File: src/rtl/lcd_mem_reader_if.sv
// Memory command bus and byte-stream handshake between lcd_mem_reader and its neighbours.
// master = the reader; slave = the memory / downstream side.
interface lcd_mem_reader_if #(
   parameter int ADDR_W = 5,
   parameter int DATA_W = 8
);
   logic [1:0]        mem_rw;
   logic [ADDR_W-1:0] mem_addr;
   logic [DATA_W-1:0] mem_save;
   logic [DATA_W-1:0] out_data;
   logic [ADDR_W-1:0] out_index;
   logic              out_valid;
   logic              out_ready;

   modport master (
      output mem_rw,
      output mem_addr,
      input  mem_save,
      output out_data,
      output out_index,
      output out_valid,
      input  out_ready
   );

   modport slave (
      input  mem_rw,
      input  mem_addr,
      output mem_save,
      input  out_data,
      input  out_index,
      input  out_valid,
      output out_ready
   );
endinterface

File: src/rtl/lcd_mem_reader.sv
// Streams a run of bytes out of the 16x8 character memory onto a valid/ready handshake.
// Optional REFRESH_LOOP_EN: adds a stop input and repeats the run until stopped.
module lcd_mem_reader #(
   parameter int DEPTH  = 16,
   parameter int ADDR_W = 5,
   parameter int DATA_W = 8
) (
   input  logic              clk,
   input  logic              rst,
   input  logic              start,
   input  logic [ADDR_W-1:0] base_addr,
   input  logic [ADDR_W-1:0] len,
`ifdef REFRESH_LOOP_EN
   input  logic              stop,
`endif
   output logic              busy,
   output logic              done,
   lcd_mem_reader_if.master  bus
);

   typedef enum logic [1:0] {
      ST_IDLE = 2'd0,
      ST_REQ  = 2'd1,
      ST_WAIT = 2'd2,
      ST_HOLD = 2'd3
   } state_t;

   localparam logic [1:0]        CMD_READ  = 2'b11;
   localparam logic [1:0]        CMD_NOP   = 2'b00;
   localparam logic [ADDR_W-1:0] ADDR_MASK = ADDR_W'(DEPTH - 1);
   localparam logic [ADDR_W-1:0] MAX_LEN   = ADDR_W'(DEPTH);

   state_t            state;
   logic [ADDR_W-1:0] base_r;
   logic [ADDR_W-1:0] len_r;
   logic [ADDR_W-1:0] count;
   logic [ADDR_W-1:0] next_count;
   logic              last_byte;
`ifdef REFRESH_LOOP_EN
   logic              stop_pend;
`endif

   // Memory address of the n-th byte of a run, wrapped into the memory depth.
   function automatic logic [ADDR_W-1:0] wrap_addr(input logic [ADDR_W-1:0] b,
                                                   input logic [ADDR_W-1:0] n);
      return (b + n) & ADDR_MASK;
   endfunction

   function automatic logic [ADDR_W-1:0] clamp_len(input logic [ADDR_W-1:0] l);
      return (l > MAX_LEN) ? MAX_LEN : l;
   endfunction

   // Position bookkeeping for the byte currently held downstream.
   always_comb begin
      next_count = count + ADDR_W'(1);
      if (next_count == len_r) begin
         last_byte = 1'b1;
      end else begin
         last_byte = 1'b0;
      end
   end

   // Run sequencer; every output is a register so the memory sees clean commands.
   always_ff @(posedge clk or posedge rst) begin
      if (rst) begin
         state         <= ST_IDLE;
         base_r        <= '0;
         len_r         <= '0;
         count         <= '0;
         busy          <= 1'b0;
         done          <= 1'b0;
         bus.mem_rw    <= CMD_NOP;
         bus.mem_addr  <= '0;
         bus.out_data  <= '0;
         bus.out_index <= '0;
         bus.out_valid <= 1'b0;
`ifdef REFRESH_LOOP_EN
         stop_pend     <= 1'b0;
`endif
      end else begin
         done <= 1'b0;
`ifdef REFRESH_LOOP_EN
         if (stop) begin
            stop_pend <= 1'b1;
         end
`endif
         case (state)
            ST_IDLE: begin
               if (start) begin
                  base_r <= base_addr & ADDR_MASK;
                  len_r  <= clamp_len(len);
                  count  <= '0;
`ifdef REFRESH_LOOP_EN
                  stop_pend <= stop;
`endif
                  if (len == '0) begin
                     done <= 1'b1;
                  end else begin
                     state        <= ST_REQ;
                     busy         <= 1'b1;
                     bus.mem_rw   <= CMD_READ;
                     bus.mem_addr <= base_addr & ADDR_MASK;
                  end
               end
            end
            ST_REQ: begin
               bus.mem_rw <= CMD_NOP;
               state      <= ST_WAIT;
            end
            ST_WAIT: begin
               // Memory registered its answer at the end of REQ; it is valid exactly now.
               bus.out_data  <= bus.mem_save;
               bus.out_index <= count;
               bus.out_valid <= 1'b1;
               state         <= ST_HOLD;
            end
            ST_HOLD: begin
               if (bus.out_ready) begin
                  bus.out_valid <= 1'b0;
                  if (last_byte) begin
                     done <= 1'b1;
`ifdef REFRESH_LOOP_EN
                     if (stop_pend || stop) begin
                        state     <= ST_IDLE;
                        busy      <= 1'b0;
                        count     <= next_count;
                        stop_pend <= 1'b0;
                     end else begin
                        state        <= ST_REQ;
                        count        <= '0;
                        bus.mem_rw   <= CMD_READ;
                        bus.mem_addr <= base_r;
                     end
`else
                     state <= ST_IDLE;
                     busy  <= 1'b0;
                     count <= next_count;
`endif
                  end else begin
                     count        <= next_count;
                     state        <= ST_REQ;
                     bus.mem_rw   <= CMD_READ;
                     bus.mem_addr <= wrap_addr(base_r, next_count);
                  end
               end
            end
            default: begin
               state         <= ST_IDLE;
               busy          <= 1'b0;
               bus.mem_rw    <= CMD_NOP;
               bus.out_valid <= 1'b0;
            end
         endcase
      end
   end

endmodule

File: src/flat_wrapper.sv
// flat-port wrapper written by rule: the top's interface ports become plain ports
module lcd_mem_reader_flat 
#(
   parameter int DEPTH  = 16,
   parameter int ADDR_W = 5,
   parameter int DATA_W = 8
)
  (clk, rst, start, base_addr, len, busy, done, bus_mem_rw, bus_mem_addr, bus_mem_save, bus_out_data, bus_out_index, bus_out_valid, bus_out_ready);
  lcd_mem_reader_if #(.ADDR_W(ADDR_W), .DATA_W(DATA_W)) bus_i ();
  input  logic clk;
  input  logic rst;
  input  logic start;
  input  logic [ADDR_W-1:0] base_addr;
  input  logic [ADDR_W-1:0] len;
  output logic busy;
  output logic done;
  output wire logic [$bits(bus_i.mem_rw)-1:0] bus_mem_rw;
  output wire logic [$bits(bus_i.mem_addr)-1:0] bus_mem_addr;
  input wire logic [$bits(bus_i.mem_save)-1:0] bus_mem_save;
  output wire logic [$bits(bus_i.out_data)-1:0] bus_out_data;
  output wire logic [$bits(bus_i.out_index)-1:0] bus_out_index;
  output wire logic [$bits(bus_i.out_valid)-1:0] bus_out_valid;
  input wire logic [$bits(bus_i.out_ready)-1:0] bus_out_ready;
  assign bus_mem_rw = bus_i.mem_rw;
  assign bus_mem_addr = bus_i.mem_addr;
  assign bus_i.mem_save = bus_mem_save;
  assign bus_out_data = bus_i.out_data;
  assign bus_out_index = bus_i.out_index;
  assign bus_out_valid = bus_i.out_valid;
  assign bus_i.out_ready = bus_out_ready;
  lcd_mem_reader #(.DEPTH(DEPTH), .ADDR_W(ADDR_W), .DATA_W(DATA_W)) u_core (.clk(clk), .rst(rst), .start(start), .base_addr(base_addr), .len(len), .busy(busy), .done(done), .bus(bus_i));
endmodule
File: config.mk
export PLATFORM = sky130hd
export DESIGN_NAME = lcd_mem_reader_flat
export DESIGN_NICKNAME = d
export VERILOG_FILES = /design/src/rtl/lcd_mem_reader_if.sv /design/src/rtl/lcd_mem_reader.sv /design/src/flat_wrapper.sv
export SDC_FILE = /design/constraint.sdc
export NUM_CORES = 1
export LEC_CHECK = 0
export BUFFER_PORTS_ARGS = -buffer_cell sky130_fd_sc_hd__buf_2
export CORE_AREA = 2 2 56 98
export CTS_CLUSTER_SIZE = 20
export DETAILED_ROUTE_END_ITERATION = 8
export DIE_AREA = 0 0 58 100
export PLACE_DENSITY = 0.69
export REMOVE_ABC_BUFFERS = 1
export SYNTH_ARGS = -nofsm -noshare
export SYNTH_HDL_FRONTEND = slang
export SYNTH_SLANG_ARGS = --single-unit
File: constraint.sdc
create_clock -name clk -period 3 [get_ports clk]
set_clock_uncertainty 0.2 [all_clocks]
set_input_delay 0.3 -clock clk [delete_from_list [all_inputs] [get_ports clk]]
set_output_delay 0.3 -clock clk [all_outputs]
set_load 0.01 [all_outputs]
==> reports/results.tsv, run 1 <==
metric	value	unit
status	finished, final reports clean	
Critical Path RT	3.02	ns
FF-to-FF End	u_core.bus.mem_addr[1]$_DFFE_PP0P_	
Synth top area share	47.7	%
placed cells	270	
Final Max Tran Viols	0	
VDD IR max	0.488	mV
Avg WL per Cell	13.8	µm
initial antenna violation count	0	
PostCTS Resize Cnt	0	
DRT iter0 DRCs	28	
clock tree buffer depth	2	
full die area	5800	µm²
final hold vios	0	
setup_tns	0	ns
area leader, netlist	dfrtp_1	
register bit total from synthesis	37	
Hold Path Class	input port to flop	
final setup vio count	0	
root buf cell	clkbuf_8	
share of cells above drive strength 1	32.7	%
Pleak	1.10	nW
Clock Sinks	37	
total track usage	15.2	%
synth top area cells	dfrtp_1 48%, mux2_2 10%, ha_1 5.2%, nand2_1 3.9%, xnor2_1 2.7%	
Register Area	926	µm²
Cells after Synth	180	
DRC Markers	0	
total global routing overflow	0	
Fmax	432	MHz
CTS Hold Buffers Added	1	
Hold Path Sink	u_core.bus.out_data[1]$_DFFE_PP0P_	
YS warnings	0	
Die W	58	µm
WS Path Type	flop to flop	
sequential area share after synthesis	47.7	%
worst-margin pin slew	0.619	ns
Hold Crit Depth	2	
vias	1460	
hpwl dp	2920	µm
worst reg2reg setup slack	0.69	ns
CP startpoint kind	flop	
synthesized area per cell	10.8	µm²
Critical Path AT	2.34	ns
Reg-to-Reg Start	u_core.count[0]$_DFFE_PP0P_	
Mapped Area	1940	µm²
total core area	5080	µm²
Buffers on Ports	42	
Worst-Skew Late Latency	0.28	ns
worst hold margin	0.0452	ns
TritonCTS Buffers	5	
Die H	100	µm
Cell variety after synth	38	
power share of the combinational group	49.1	%
htree depth	2	
Final #Nets	254	
max cap viols	0	
vias in the first global route	1502	
RSZ-0062 raised after global routing	false	
Post-Layout Cell Count	278	
endpoint class of the critical path	flop	
clock-pin slew on the worst setup and hold paths	0.07	ns
IO Count	45	
multi-input logic area	933	µm²
diode count	0	
first-pass GRT wire length	6820	µm
Final min period	2.31	ns
worst reg2reg path depth	6	
sw frac	38.4	%
fillcell total	513	
Int Pwr	0.00142	W
row cnt	35	
total power	0.00230	W
Detailed Routing Iterations Pass 1	4	
hold wc startpoint	bus_mem_save[1]	
largest net degree at the start of global routing	38	
Initial Util	38.2	%
routed vias/inst	5.25	
CTS tree	yes	
WL final	3840	µm
setup bufs post-CTS	0	
post-route ant nets	0	
Switch Pwr	0.000882	W
GPL Wtd Cong	0.849	
sequential power share	35.9	%
post-route clock period utilization	77.1	%
Clk pwr share	14.9	%
Crit Path Max Fanout	6	
Power Density	1010	nW/µm²
P&R area growth vs syn	17.6	%
worst rel slew slack	58.7	%
[per-stage QoR]
step | util (%) | instance area (µm²) | setup WS (ns)
after floorplan | - | 1890 | 0.846
after global placement | 43.1 | 2190 | 0.707
after detailed placement | 43.1 | 2190 | 0.691
after CTS | 45.0 | 2280 | 0.674
after global routing | 45.0 | 2280 | 0.574
final | 45.0 | 2280 | 0.686
[layout make-up]
cell class              instances  share of cell area (%)
inverters                       7                    1.15
well taps                      55                    3.01
flip-flops and latches         37                    40.5
multi-input cells             126                    40.9
repair buffers                 46                    10.6
clock buffers                   7                    3.78
[worst max-delay path by stage]
stage	start	end	slack (ns)	depth (start not counted)
2_1_floorplan	u_core.count[0]$_DFFE_PP0P_	u_core.bus.mem_addr[1]$_DFFE_PP0P_	0.85	6
6_report	u_core.count[0]$_DFFE_PP0P_	u_core.bus.mem_addr[1]$_DFFE_PP0P_	0.69	6
3_3_place_gp	u_core.count[0]$_DFFE_PP0P_	u_core.bus.mem_addr[1]$_DFFE_PP0P_	0.71	6
5_1_grt	u_core.count[0]$_DFFE_PP0P_	u_core.bus.mem_addr[0]$_DFFE_PP0P_	0.57	6
4_1_cts	u_core.count[0]$_DFFE_PP0P_	u_core.bus.mem_addr[1]$_DFFE_PP0P_	0.67	6
3_5_place_dp	u_core.count[0]$_DFFE_PP0P_	u_core.bus.mem_addr[1]$_DFFE_PP0P_	0.69	6
[registers in the layout, indices dropped and copies added, names as in the netlist]
name                  flops
u_core.bus.out_data       8
u_core.state              2
u_core.base_r             4
u_core.done               1
u_core.bus.out_valid      1
u_core.count              5
u_core.bus.out_index      5
u_core.bus.mem_addr       4
u_core.busy               1
u_core.len_r              5
u_core.bus.mem_rw         1
[synthesized netlist by cell type (all sizes together)]
cell type  count
a211o          1
a21boi         2
a21o           1
a21oi          7
a22o           1
a31o           1
a31oi          6
buf            4
clkbuf         6
conb           1
dfrtp         37
fa             1
ha             8
inv            7
mux2          18
mux2i          2
nand2         20
nand2b         5
nand3          6
nand4          2
nor2           9
nor2b          1
nor3           1
nor4           1
o21a           1
o21ai          9
o221a          1
o221ai         2
o22a           3
o2bb2ai        1
o31ai          1
or4            2
xnor2          6
xor2           6
[critical path: stages, from the launching register on]
cell and delay (ns):
dfrtp_1 0.45, ha_1 0.30, xor2_2 0.18, xor2_1 0.17
or4_4 0.60, a31oi_1 0.20, o22a_1 0.15
[cell usage in the layout, fill, tap and decap left out, types with 2 or more instances in the layout]
cell      Yosys  layout
a21oi_1       7       7
a31oi_1       6       6
buf_2         0      42
buf_4         3       3
clkbuf_8      0       6
dfrtp_1      37      37
ha_1          8       8
inv_1         7       7
mux2_2       18      18
mux2i_1       2       2
nand2_1      20      20
nand2b_1      5       5
nand3_1       6       6
nand4_1       2       2
nor2_1        9       9
o21ai_0       7       7
o21ai_1       2       2
o221ai_1      2       2
o22a_1        3       3
or4_4         2       2
xnor2_1       6       6
xor2_1        5       5
[power groups by stage]
stage               logic (W)  clock network (W)  registers [W]
floorplan            0.000774                  0       0.000870
global placement      0.00112                  0       0.000829
detailed placement    0.00114                  0       0.000839
CTS                   0.00115           0.000361       0.000829
global route          0.00128           0.000380       0.000858
finish                0.00113           0.000344       0.000827
[metal layers]
| metal | track usage, % | vias up | wire, µm |
|---|---|---|---|
| met1 | 17.5 | 700 | 1490 |
| met2 | 26.9 | 43 | 2110 |
| li1 | - | 711 | - |
| met4 | 6.44 | 0 | 84 |
| met5 | 0 | - | 0 |
| met3 | 2.71 | 6 | 151 |
[kinds of logic (layout without fill, tap and decap cells)]
family	after synthesis	after routing	share of synthesized area [%]
AOI/OAI and AO/OA	37	37	12.6
buffers and inverters	17	60	4.25
and+or+nand+nor	47	47	11.8
DFF	37	37	47.7
muxes	20	20	11.5
other	1	1	0.193
xor gates and xnor gates	12	12	5.80
adders and majority gates	9	9	6.19
Note: power is estimated with default switching activity, not from simulation.
==> run 2: changes to the inputs <==
==> constraint.sdc (replaced) <==
create_clock -name clk -period 2.4 [get_ports clk]
set_clock_uncertainty 0.2 [all_clocks]
set_input_delay 0.24 -clock clk [delete_from_list [all_inputs] [get_ports clk]]
set_output_delay 0.24 -clock clk [all_outputs]
set_load 0.01 [all_outputs]
==> run 2 against run 1 <==
Net effect: hold slack worse by 0.034 ns; combinational power increased by 31%; final cell count grew 4.7%; highest routed layer unchanged; via count increased by 1.4%; critical endpoint is now u_core.state[0]$_DFFE_PP0P_; sequential share of layout area down 1.9 points; register-to-register slack worse by 0.58 ns; count of clock-buffer cells in the layout is 1 higher; largest cell class unchanged.
==> reports/results.tsv, run 2 (synthesis results as in run 1) <==
metric	value	unit	change
Final #Nets	266		+4.7%
clock tree buffer depth	2		unchanged
largest net degree at the start of global routing	38		unchanged
IO Count	45		unchanged
diode count	0		unchanged
DRT iter0 DRCs	35		+25%
root buf cell	clkbuf_8		
Hold Crit Depth	2		unchanged
FF-to-FF End	u_core.state[0]$_DFFE_PP0P_		
worst reg2reg path depth	7		+1
WS Path Type	flop to flop		
htree depth	2		unchanged
setup bufs post-CTS	0		unchanged
Buffers on Ports	42		unchanged
Switch Pwr	0.00113	W	+28%
commonest non-fill, non-tap cell in the layout	buf_2		
share of cells above drive strength 1	31.8	%	-0.96 points
hpwl dp	3000	µm	+2.7%
Avg WL per Cell	13.6	µm	-1.3%
Die H	100	µm	unchanged
CP Launch Point	u_core.count[1]$_DFFE_PP0P_		
CTS tree	yes		
Hold Path Sink	u_core.base_r[2]$_DFFE_PP0P_		
Final Max Tran Viols	0		unchanged
WL final	3960	µm	+3.3%
total core area	5080	µm²	unchanged
post-route ant nets	0		unchanged
first-pass GRT wire length	6860	µm	+0.60%
row cnt	35		unchanged
VDD IR max	0.606	mV	+24%
Int Pwr	0.00178	W	+25%
Critical Path RT	2.37	ns	-0.65 ns
endpoint class of the critical path	flop		
Initial Util	38.2	%	unchanged
routed vias/inst	5.09		-3.2%
Clk pwr share	13.9	%	-1.0 points
Final min period	2.29	ns	-0.0239 ns
initial antenna violation count	0		unchanged
CP startpoint kind	flop		
hold wc startpoint	base_addr[2]		
setup_tns	0	ns	unchanged
worst-margin pin slew	0.601	ns	-0.0184 ns
largest register by flop count	u_core.bus.out_data		
Cell Area, Placed	2200	µm²	+0.69%
DRC Markers	0		unchanged
final hold vios	0		unchanged
most frequent cells in the layout	42 x buf_2, 37 x dfrtp_1, 20 x nand2_1, 18 x mux2_2, 11 x dlygate4sd3_1		
vias	1480		+1.4%
GPL Wtd Cong	0.828		-2.4%
full die area	5800	µm²	unchanged
clock-pin slew on the worst setup and hold paths	0.07	ns	about the same
Clock Sinks	37		unchanged
vias in the first global route	1512		+0.67%
TritonCTS Buffers	5		unchanged
Pleak	1.15	nW	+4.3%
Fmax	437	MHz	+1.0%
Crit Path Max Fanout	5		-1
total track usage	15.3	%	+0.10 points
post-layout instance area	2400	µm²	+5.0%
total global routing overflow	0		unchanged
Reg-to-Reg Start	u_core.count[1]$_DFFE_PP0P_		
Critical Path AT	2.26	ns	-0.08 ns
Detailed Routing Iterations Pass 1	4		unchanged
power share of the combinational group	50.8	%	+1.7 points
max cap viols	0		unchanged
worst rel slew slack	59.5	%	+0.81 points
Hold Path Class	input port to flop		
Die W	58	µm	unchanged
post-route clock period utilization	95.4	%	+18 points
status	finished, final reports clean		
sequential power share	35.2	%	-0.7 points
worst reg2reg setup slack	0.11	ns	-0.58 ns
Power Density	1210	nW/µm²	+20%
RSZ-0062 raised after global routing	false		
P&R area growth vs syn	23.5	%	
worst hold margin	0.0112	ns	-0.0340 ns
Worst-Skew Late Latency	0.28	ns	about the same
max reg flops	8		unchanged
sw frac	38.8	%	+0.46 points
final setup vio count	0		unchanged
## run 2: changes by cell type in the layout (fill, tap and decap cells not counted)
cell,previous run,this run
a31oi_1,6,5
dlygate4sd3_1,1,11
buf_4,3,5
clkbuf_1,1,3
a31oi_2,0,1
clkbuf_8,6,5
## run 2: metal layers
layer,part of all wire [%],track usage [%],wire [µm],vias to the layer above
met5,0,0,0,-
met2,56,25.7,2220,31
met1,39,18.0,1550,707
li1,-,-,-,737
met3,3.0,2.96,120,5
met4,1.8,8.23,72,0
## run 2: area by class of cell
| class | instances | area, µm² |
|---|---|---|
| clock buffers | 8 | 80.1 |
| fillers | 512 | 2680 |
| inverters | 7 | 26.3 |
| multi-input cells | 126 | 940 |
| flip-flops and latches | 37 | 926 |
| well taps | 55 | 68.8 |
| repair buffers | 58 | 358 |
## run 2: critical path: stages, from the launching register on
cell	delay [ns]
dfrtp_1	0.42
ha_1	0.27
xor2_2	0.18
xor2_1	0.18
nor4_2	0.46
buf_4	0.21
nand2_1	0.05
a31o_1	0.21
## run 2: power by group through the flow
stage | Combinational [W] | Sequential [W] | Clock [W]
floorplan | 0.000967 | 0.00109 | 0
global placement | 0.00143 | 0.00103 | 0
detailed placement | 0.00147 | 0.00104 | 0
CTS | 0.00149 | 0.00103 | 0.000428
global route | 0.00167 | 0.00106 | 0.000452
finish | 0.00148 | 0.00102 | 0.000405
## run 2: how the worst max path moves through the flow
stage	endpoint	cells after the start
after detailed placement	u_core.state[0]$_DFFE_PP0P_	7
final	u_core.state[0]$_DFFE_PP0P_	7
after global routing	u_core.bus.mem_addr[2]$_DFFE_PP0P_	6
after CTS	u_core.state[0]$_DFFE_PP0P_	7
after floorplan	u_core.bus.mem_addr[1]$_DFFE_PP0P_	6
after global placement	u_core.bus.mem_addr[1]$_DFFE_PP0P_	6
## run 2: metrics by stage
step / cells / util [%] / power, W / setup slack [ns]
after detailed placement: 272 / 43.3 / 0.00251 / 0.128
after CTS: 291 / 47.1 / 0.00295 / 0.119
after floorplan: 170 / - / 0.00205 / 0.246
after global routing: 291 / 47.2 / 0.00318 / 0.0566
final: 291 / 47.2 / 0.00291 / 0.110
after global placement: 272 / 43.3 / 0.00246 / 0.189
## run 2: repair_timing
action | 4_1_cts | 5_1_grt
endpoints found under the hold margin | 47 | 0
gates resized for setup | 0 | 1
hold buffers | 11 | 0
setup endpoints to repair | 0 | 1
==> run 3: changes to the inputs <==
--- a/config.mk
+++ b/config.mk
@@ -11,6 +11,7 @@
 export DETAILED_ROUTE_END_ITERATION = 8
 export DIE_AREA = 0 0 58 100
 export PLACE_DENSITY = 0.69
+export RECOVER_POWER = 50
 export REMOVE_ABC_BUFFERS = 1
 export SYNTH_ARGS = -nofsm -noshare
 export SYNTH_HDL_FRONTEND = slang
==> run 3 against run 2 <==
Net effect: maximum frequency barely moved; count of clock-buffer cells in the layout is the same; non-clock buffer count unchanged; total power down 0.46%; utilization decreased by 0.32 points; setup slack barely moved; first-iteration DRC count unchanged; final cell count is the same; design area fell by 0.68%; die area unchanged; sequential share of layout area increased by 0.26 points; critical path type unchanged; largest power group unchanged.
==> reports/results.tsv, run 3 (synthesis results as in run 1) <==
metric	value	unit	change
Clock Sinks	37		unchanged
DRT iter0 DRCs	35		unchanged
worst-margin pin slew	0.906	ns	+0.305 ns
Critical Path AT	2.26	ns	about the same
diode count	0		unchanged
Critical Path RT	2.37	ns	about the same
hpwl dp	3000	µm	unchanged
Final Max Tran Viols	0		unchanged
setup_tns	0	ns	unchanged
max cap viols	0		unchanged
worst hold margin	0.0112	ns	-0.00000940 ns
worst reg2reg path depth	7		unchanged
full die area	5800	µm²	unchanged
most frequent cells in the layout	37 x dfrtp_1, 31 x buf_2, 20 x nand2_1, 18 x mux2_2, 14 x clkbuf_1		
worst reg2reg setup slack	0.11	ns	about the same
Hold Path Sink	u_core.base_r[2]$_DFFE_PP0P_		
Die W	58	µm	unchanged
multi-input logic area	940	µm²	unchanged
VDD IR max	0.598	mV	-1.4%
Pleak	1.11	nW	-3.4%
Detailed Routing Iterations Pass 1	4		unchanged
initial antenna violation count	0		unchanged
WL final	3970	µm	+0.18%
TritonCTS Buffers	5		unchanged
final setup vio count	0		unchanged
vias	1489		+0.61%
Avg WL per Cell	13.6	µm	+0.18%
first-pass GRT wire length	6860	µm	unchanged
Buffers on Ports	42		unchanged
Place WS	0.128	ns	unchanged
Fmax	437	MHz	about the same
largest delay contributor family on the critical path	simple AND/OR/NAND/NOR gates		
DRC Markers	0		unchanged
CP startpoint kind	flop		
clock tree buffer depth	2		unchanged
P&R area growth vs syn	22.7	%	
RSZ-0062 raised after global routing	false		
worst rel slew slack	39.6	%	-20 points
setup bufs post-CTS	0		unchanged
total core area	5080	µm²	unchanged
Buf+Inv Stages, Crit Path	1		unchanged
FF-to-FF End	u_core.state[0]$_DFFE_PP0P_		
commonest non-fill, non-tap cell in the layout	dfrtp_1		
max reg flops	8		unchanged
placed cells	272		unchanged
Final #Nets	266		unchanged
htree depth	2		unchanged
hold wc startpoint	base_addr[2]		
vias in the first global route	1512		unchanged
status	finished, final reports clean		
GPL Wtd Cong	0.828		unchanged
Die H	100	µm	unchanged
Post-Layout Cell Count	291		unchanged
WS Path Type	flop to flop		
setup ws final	0.110	ns	-0.0000150 ns
Crit Path Max Fanout	5		unchanged
Worst-Skew Late Latency	0.28	ns	about the same
Finished Core Util	46.9	%	-0.32 points
row cnt	35		unchanged
root buf cell	clkbuf_8		
routed vias/inst	5.12		+0.61%
endpoint class of the critical path	flop		
largest net degree at the start of global routing	38		unchanged
total track usage	15.3	%	unchanged
crit path cell chain	ha_1, xor2_2, xor2_1, nor4_2, buf_4, nand2_1, a31o_1		
Initial Util	38.2	%	unchanged
IO Count	45		unchanged
Register Area	926	µm²	unchanged
largest register by flop count	u_core.bus.out_data		
clock-pin slew on the worst setup and hold paths	0.07	ns	about the same
Final min period	2.29	ns	+0.0000150 ns
post-route clock period utilization	95.4	%	about the same
final hold vios	0		unchanged
Reg-to-Reg Start	u_core.count[1]$_DFFE_PP0P_		
Hold Crit Depth	2		unchanged
CTS tree	yes		
share of cells above drive strength 1	27.1	%	-4.7 points
Critical-path top delay cell	nor4_2		
post-route ant nets	0		unchanged
total global routing overflow	0		unchanged
fillcell total	521		+1.8%
largest stage delay on the critical path	0.46	ns	about the same
Hold Path Class	input port to flop		
Power Density	1210	nW/µm²	+0.22%
## run 3: changes by cell type in the layout (fill, tap and decap cells not counted)
cell,delta
clkbuf_1,+11
buf_2,-11
buf_4,-1
clkbuf_2,+1
## run 3: how the worst max path moves through the flow
stage,end,from,cells past startpoint,slack [ns]
after floorplan,u_core.bus.mem_addr[1]$_DFFE_PP0P_,u_core.count[0]$_DFFE_PP0P_,6,0.25
after global placement,u_core.bus.mem_addr[1]$_DFFE_PP0P_,u_core.count[1]$_DFFE_PP0P_,6,0.19
after detailed placement,u_core.state[0]$_DFFE_PP0P_,u_core.count[1]$_DFFE_PP0P_,7,0.13
after CTS,u_core.state[0]$_DFFE_PP0P_,u_core.count[1]$_DFFE_PP0P_,7,0.12
after global routing,u_core.bus.mem_addr[2]$_DFFE_PP0P_,u_core.count[1]$_DFFE_PP0P_,6,0.06
final,u_core.state[0]$_DFFE_PP0P_,u_core.count[1]$_DFFE_PP0P_,7,0.11
## run 3: layout make-up
class / instances / area share, %
timing repair buffer: 58 / 14.3
multi-input combinational: 126 / 39.4
tap: 55 / 2.89
inverter: 7 / 1.10
sequential: 37 / 38.9
clock buffer: 8 / 3.36
## run 3: what timing repair did
item                                   in CTS  in global routing
gates resized for setup                     0                  1
endpoints found under the hold margin      47                  0
hold buffers                               11                  0
setup endpoints to repair                   0                  1
## run 3: routing by layer
layer | part of all wire [%] | track usage (%) | wire length (µm) | vias up
met1 | 39 | 18.0 | 1550 | 715
met3 | 3.2 | 2.96 | 128 | 5
li1 | - | - | - | 737
met5 | 0 | 0 | 0 | -
met2 | 56 | 25.7 | 2220 | 32
met4 | 1.8 | 8.23 | 72 | 0
## run 3: per-stage QoR
stage / power [W] / cell area, µm²
final: 0.00289 / 2380
after global routing: 0.00317 / 2380
after CTS: 0.00295 / 2390
after detailed placement: 0.00251 / 2200
after global placement: 0.00246 / 2200
after floorplan: 0.00205 / 1890
## run 3: power breakdown
part	leakage (nW)	total [W]	switching (W)	internal, W
Combinational	0.616	0.00146	0.000774	0.000689
Sequential	0.458	0.00103	0.000159	0.000867
Clock	0.0395	0.000405	0.000199	0.000206
